--- config.mk ---
export PLATFORM = sky130hd
export DESIGN_NAME = lut_cfg_loader
export DESIGN_NICKNAME = d
export VERILOG_FILES = /design/src/rtl/lut_cfg_loader.sv
export SDC_FILE = /design/constraint.sdc
export NUM_CORES = 1
export LEC_CHECK = 0
export ABC_CLOCK_PERIOD_IN_PS = 4000
export CAP_MARGIN = 25
export CORE_UTILIZATION = 58
export CTS_BUF_LIST = sky130_fd_sc_hd__clkbuf_16
export CTS_CLUSTER_DIAMETER = 80
export DETAILED_ROUTE_END_ITERATION = 10
export GPL_TIMING_DRIVEN = 1
export PLACE_DENSITY = 0.84
export SKIP_LAST_GASP = 1
export SYNTH_ARGS = -nofsm -noshare
export SYNTH_HDL_FRONTEND = slang
export SYNTH_SLANG_ARGS = --single-unit
--- constraint.sdc ---
create_clock -name cclk -period 4 [get_ports cclk]
set_input_delay 0.8 -clock cclk [delete_from_list [all_inputs] [get_ports cclk]]
set_output_delay 0.8 -clock cclk [all_outputs]
set_load 0.005 [all_outputs]
--- src/rtl/lut_cfg_loader.sv ---
// ---------------------------------------------------------------------------
// lut_cfg_loader
//
// Configuration sequencer for a column of fracturable dual-LUT slices. It
// collects a word-wide configuration stream, assembles one complete slice
// configuration (two LUT tables plus the fracture bit in the MSB), and then
// commits it to one slice with a single-cycle one-hot enable. Slices are
// loaded in order, starting from slice 0.
//
// Ports
//   cclk        in   configuration clock, all state on the rising edge
//   rst_n       in   asynchronous active-low reset
//   start       in   one-cycle pulse, begins a full load from slice 0
//   din         in   DIN_W-bit configuration stream word
//   din_valid   in   din carries a word
//   din_ready   out  loader accepts din this cycle (LOAD only)
//   config_out  out  assembled slice configuration, CFG_BITS wide
//   cen_out     out  one-hot per-slice configuration enable (COMMIT only)
//   busy        out  load in progress (LOAD or COMMIT)
//   done        out  every slice committed; held until start or reset
// ---------------------------------------------------------------------------
module lut_cfg_loader #(
  parameter int INPUTS     = 4,
  parameter int DIN_W      = 8,
  parameter int NUM_SLICES = 4
) (
  input  logic                      cclk,
  input  logic                      rst_n,
  input  logic                      start,
  input  logic [DIN_W-1:0]          din,
  input  logic                      din_valid,
  output logic                      din_ready,
  output logic [2*(2**INPUTS):0]    config_out,
  output logic [NUM_SLICES-1:0]     cen_out,
  output logic                      busy,
  output logic                      done
);

  localparam int CFG_BITS        = 2 * (2 ** INPUTS) + 1;
  localparam int WORDS_PER_SLICE = (CFG_BITS + DIN_W - 1) / DIN_W;
  localparam int ASM_W           = WORDS_PER_SLICE * DIN_W;
  localparam int IDX_W           = (NUM_SLICES > 1) ? $clog2(NUM_SLICES) : 1;
  localparam int WC_W            = (WORDS_PER_SLICE > 1) ? $clog2(WORDS_PER_SLICE) : 1;

  localparam logic [IDX_W-1:0] LAST_IDX  = IDX_W'(NUM_SLICES - 1);
  localparam logic [WC_W-1:0]  LAST_WORD = WC_W'(WORDS_PER_SLICE - 1);

  typedef enum logic [1:0] {
    ST_IDLE   = 2'd0,
    ST_LOAD   = 2'd1,
    ST_COMMIT = 2'd2,
    ST_DONE   = 2'd3
  } state_t;

  state_t                  state_q,      state_d;
  logic [IDX_W-1:0]        slice_idx_q,  slice_idx_d;
  logic [WC_W-1:0]         word_cnt_q,   word_cnt_d;
  logic [ASM_W-1:0]        asm_q,        asm_d;
  logic [CFG_BITS-1:0]     config_out_q, config_out_d;
  logic [NUM_SLICES-1:0]   cen_out_q,    cen_out_d;
  logic                    din_ready_q,  din_ready_d;
  logic                    busy_q,       busy_d;
  logic                    done_q,       done_d;

  // Next-state, datapath and registered-output computation.
  always_comb begin
    state_d      = state_q;
    slice_idx_d  = slice_idx_q;
    word_cnt_d   = word_cnt_q;
    asm_d        = asm_q;
    config_out_d = config_out_q;

    case (state_q)
      ST_IDLE, ST_DONE: begin
        if (start) begin
          state_d     = ST_LOAD;
          slice_idx_d = '0;
          word_cnt_d  = '0;
          asm_d       = '0;
        end else begin
          state_d = state_q;
        end
      end

      ST_LOAD: begin
        // din_ready_q is high exactly while in LOAD, so this is the
        // handshake as seen by the upstream source.
        if (din_valid && din_ready_q) begin
          for (int w = 0; w < WORDS_PER_SLICE; w++) begin
            if (word_cnt_q == WC_W'(w)) begin
              asm_d[w*DIN_W +: DIN_W] = din;
            end else begin
              asm_d[w*DIN_W +: DIN_W] = asm_q[w*DIN_W +: DIN_W];
            end
          end
          if (word_cnt_q == LAST_WORD) begin
            // Final word: publish the assembled word (padding bits above
            // CFG_BITS are dropped here) and commit on the next cycle.
            state_d      = ST_COMMIT;
            config_out_d = asm_d[CFG_BITS-1:0];
          end else begin
            word_cnt_d = word_cnt_q + WC_W'(1);
          end
        end else begin
          state_d = ST_LOAD;
        end
      end

      ST_COMMIT: begin
        word_cnt_d = '0;
        asm_d      = '0;
        if (slice_idx_q == LAST_IDX) begin
          state_d = ST_DONE;
        end else begin
          slice_idx_d = slice_idx_q + IDX_W'(1);
          state_d     = ST_LOAD;
        end
      end

      default: begin
        state_d = ST_IDLE;
      end
    endcase

    // Outputs are registered from the next state so they line up with it.
    din_ready_d = (state_d == ST_LOAD);
    busy_d      = (state_d == ST_LOAD) || (state_d == ST_COMMIT);
    done_d      = (state_d == ST_DONE);
    for (int s = 0; s < NUM_SLICES; s++) begin
      cen_out_d[s] = (state_d == ST_COMMIT) && (slice_idx_d == IDX_W'(s));
    end
  end

  // State and output registers with asynchronous clear.
  always_ff @(posedge cclk or negedge rst_n) begin
    if (!rst_n) begin
      state_q      <= ST_IDLE;
      slice_idx_q  <= '0;
      word_cnt_q   <= '0;
      asm_q        <= '0;
      config_out_q <= '0;
      cen_out_q    <= '0;
      din_ready_q  <= 1'b0;
      busy_q       <= 1'b0;
      done_q       <= 1'b0;
    end else begin
      state_q      <= state_d;
      slice_idx_q  <= slice_idx_d;
      word_cnt_q   <= word_cnt_d;
      asm_q        <= asm_d;
      config_out_q <= config_out_d;
      cen_out_q    <= cen_out_d;
      din_ready_q  <= din_ready_d;
      busy_q       <= busy_d;
      done_q       <= done_d;
    end
  end

  assign din_ready  = din_ready_q;
  assign config_out = config_out_q;
  assign cen_out    = cen_out_q;
  assign busy       = busy_q;
  assign done       = done_q;

endmodule

# Word level (Yosys, flattened, before mapping)
# Cells that the tools add are included.
# totals
ff_bits	80
in_bits	12
out_inout_bits	40
elab_cells	61
# classes
add_sub_neg	2
n_eq_ne	17
mux	20
reduce_logical	13
# ops
operator	n
$pmux 33 s3	1
$mux 33	2
$mux 8	4
$eq 2x2->1 const B	7
$mux 2	6
$mux 3	3
$pmux 3 s3	1
$eq 2x1->1 const B	3
$eq 3x2->1 const B	2
$ne 2x2->1 const B	3
$pmux 2 s3	1
$reduce_and 3->1	2
$logic_and 1x1->1	5
$logic_not 2->1	2
$pmux 2 s2	1
$add 3x1->3 const B	1
$eq 3x1->1 const B	1
$eq 3x3->1 const B	1
$logic_not 3->1	1
$add 2x1->2 const B	1
$reduce_and 2->1	1
$reduce_or 2->1	1
$logic_or 1x1->1	1
$mux 1	1

# Longest topological paths before layout
# logic_depth
ltp_word	6
depth_mapped	8
mapped_depth_nobuf	8

# Worst setup path after synthesis
# Ideal clock, no wire load.
# synth_path
path_kind	input -> register
from	input start
to	register cen_out_q[1] (netlist: cen_out[1])
setup_time_ns	0.135
t_arrival_ns	1.693
required_time_ns	3.865
setup_slack_ns	2.172
path_stages	6
path_buffers	1
cell_sequence	nand2b_1 -> clkbuf_1 -> nand2_1 -> a21o_1 -> ha_1 -> nor3b_1
# synth_via
elab_chain_len	4
elab_cells_between_ends	7
classes_between	eq/ne (2); mux (4); reduce/logical (1)
# synth_lines
element	line_no	text
from (decl)	29	input logic start,
$mux 2	75	if (start) begin
$pmux 2 s3	73	case (state_q)
net state_d[1]	55	state_t state_q, state_d;
$eq 2x2->1	130	cen_out_d[s] = (state_d == ST_COMMIT) && (slice_idx_d == IDX_W'(s));
$logic_and 1x1->1	130	
net cen_out_d[1]	60	logic [NUM_SLICES-1:0] cen_out_q, cen_out_d;
to (signal assigned)	152	cen_out_q <= cen_out_d;
to (decl)	60	
# The timed path passes the listed nets, and every way through them passes these cells.
# A chain may end at the register's enable or synchronous reset.

# Worst setup path after layout
# layout_path
from	input din_valid
to	register config_out_q[2] (netlist: config_out[2])
# layout_via
elab_chain_len	2
# layout_lines
element	line_no	text
from (decl)	31	input logic din_valid,
$logic_and 1x1->1	88	if (din_valid && din_ready_q) begin
$reduce_and 3->1 (no line)	-	
to (signal assigned)	151	config_out_q <= config_out_d;
to (decl)	59	logic [CFG_BITS-1:0] config_out_q, config_out_d;
# Every way passes these cells.

==> out/metrics.cfg <==
[sta]
tightest_slew_ns = 0.6773
slew_viol_final = 0
rsz0062_at_grt = no
max_slew_margin_pct = 54.64
hold_slack_ns = 0.2519
fin_crit_sh_pct = 59.72
period_minus_slack_ns = 2.389
max_freq_mhz = 418.6
finClkSkew_ns = 0.005825
final_hold_viol_count = 0
finalSetupViolations = 0
tns_ns = 0

[clocking]
cts_setup_buffers = 0
cts_tree = built
clockBufferDepth = 2
clk_latency_ns = 0.33
path_clk_slew_ns = 0.06
htree_levels = 3
cts_resized = 0
cts_root_buf = clkbuf_16
clock-sinks = 79
postCtsHoldBufs = 0
cts-buffers-inserted = 9

[place]
place_area_sq_mm = 0.004130
gp_congestion = 0.8249
hpwl_um = 4736
post-place-cells = 408
portBuffers = 51

[critical_path]
critPathCaptureType = register
critPathMaxFanout = 25
reg2reg_depth = 6
start_kind = input pin
worstPathArrival_ns = 2.60
critPathRequiredTime_ns = 4.21
path_class = input pin to register

[routing]
drt_iter0_markers = 133
route.vias.total = 2503
routedWlPerCell_um = 17.68
ant_nets = 0
drt_first_pass_iters = 4
drc = 0
drt-vias-per-instance = 5.903
wirelength_um = 7497

[floorplanning]
initial_core_util_pct = 60.88
core_sq_mm = 0.005991
dieWidth_um = 81.30
dieArea_sq_mm = 0.006610
num_io_pins = 52
num_rows = 28
die_y_um = 81.30

[power]
pwr_density_cell_mw_per_mm2 = 649.2
ir_drop_v = 0.0004436
leakagePower_uw = 0.002126

[synthesis]
synthArstFlopShare_pct = 100.0
synth.most_common_cell = dfrtp_1
synth_edf_count = 0
yosysSeqAreaShare_pct = 54.20
synth_ff_type = dfrtp_1
synth_area_leader_cell = dfrtp_1
mappedNetlistArea_sq_mm = 0.003647
synth_top_cells_by_count = dfrtp_1, a22o_1, mux2_4, mux2i_1
synth_nets = 322
netlist_instances = 300
postSynthAreaPerCell_sq_um = 12.16
ys_types = 35
yosysWarnings = 0
synthTopCellsByArea = dfrtp_1, mux2_4, mux2i_1
synth_top_area_share_pct = 54.20
ys_ff_latch = 79

[cells_and_area]
fin_cells = 424
area_growth_pct = 23.64
final_nets = 368
final_layout_size_suffix_gt1_share_pct = 13.47
stdcell_area_sq_mm = 0.004509
antenna_cells = 0

[global_routing]
first_global_vias = 2427
grt.total_usage_pct = 24.69
grt_antenna_before_repair = 0
grt_pass1_wl_um = 11930
grt-ovfl-total = 0
grt_max_degree = 80

[job]
drv_cap = 0

[run_status]
status = completed

[hold_path]
hold_class = input pin to asynchronous set/reset pin

## registers in the layout, indices dropped and copies added (netlist names)
name / cells
state_q: 2
din_ready: 1
done: 1
word_cnt_q: 3
config_out: 33
cen_out: 4
slice_idx_q: 2
asm_q: 32
busy: 1
## layer usage
layer	part of all wire (%)	global-route usage (%)	up-vias
met1	44	32.11	1269
met3	3.5	4.944	14
met2	50	40.17	63
met4	2.0	10.18	0
met5	0	0	-
li1	-	-	1157
## path summary, 6_finish.rpt
kind / from / endpoint / slack (ns)
worst max-delay path: din_valid / config_out[2]$_DFFE_PN0P_ / 1.61
min in group cclk: config_out[31]$_DFFE_PN0P_ / config_out[31]$_DFFE_PN0P_ / 0.48
max in group asynchronous: rst_n / done$_DFF_PN0_ / 3.19
worst min-delay path: rst_n / config_out[14]$_DFFE_PN0P_ / 0.25
worst max register to register: state_q[0]$_DFF_PN0_ / asm_q[26]$_DFFE_PN0P_ / 1.76
worst min register to register: config_out[31]$_DFFE_PN0P_ / config_out[31]$_DFFE_PN0P_ / 0.48
## logic make-up (layout without fill, tap and decap cells)
family / count (synthesis) / in the layout / share of synthesized area [%]
buf+inv: 27 / 76 / 4.460
mux: 48 / 48 / 16.50
simple gates: 61 / 61 / 8.062
flops: 79 / 79 / 54.20
compound gates: 75 / 75 / 13.34
fa+ha+maj: 10 / 10 / 3.431
## critical path, stage by stage
cell and delay [ns]:
clkdlybuf4s50_1 0.58, nand3_1 0.12, or2_2 0.52, buf_16 0.26, mux2_4 0.31
## where the power goes
group	total [uW]	internal, uW	switching [uW]
Sequential	1150	992	160
Combinational	873	447	425
Clock	903	599	304
Total	2930	2040	890
## stage by stage
| stage | setup slack [ns] | total power, uW | utilization (%) |
|---|---|---|---|
| CTS | 1.492 | 2922 | 74.35 |
| floorplan | 2.172 | 1707 | - |
| global placement | 1.218 | 1966 | 68.94 |
| global route | 1.508 | 3078 | 75.27 |
| detailed placement | 1.143 | 2015 | 68.94 |
| finish | 1.611 | 2928 | 75.27 |
## area by class of cell
class	instances	area, sq um
inverters	7	26.28
multi-input cells	194	1510
well taps	75	93.84
clock buffers	9	225.2
repair buffers	55	578.1
clock inverters	5	98.84
flip-flops and latches	79	1977
fillers	378	1481
## placed cells by master, fill, tap and decap left out, drive strengths merged, types with 3 or more instances in the layout
cell	n
a21oi	21
a22o	25
buf	5
bufinv	3
clkbuf	9
clkdlybuf4s50	50
dfrtp	79
ha	10
inv	7
mux2	25
mux2i	23
nand2	19
nand3	4
nand4	3
nor2	21
o21ai	21
No activity file was read; power rests on OpenSTA's default activity.
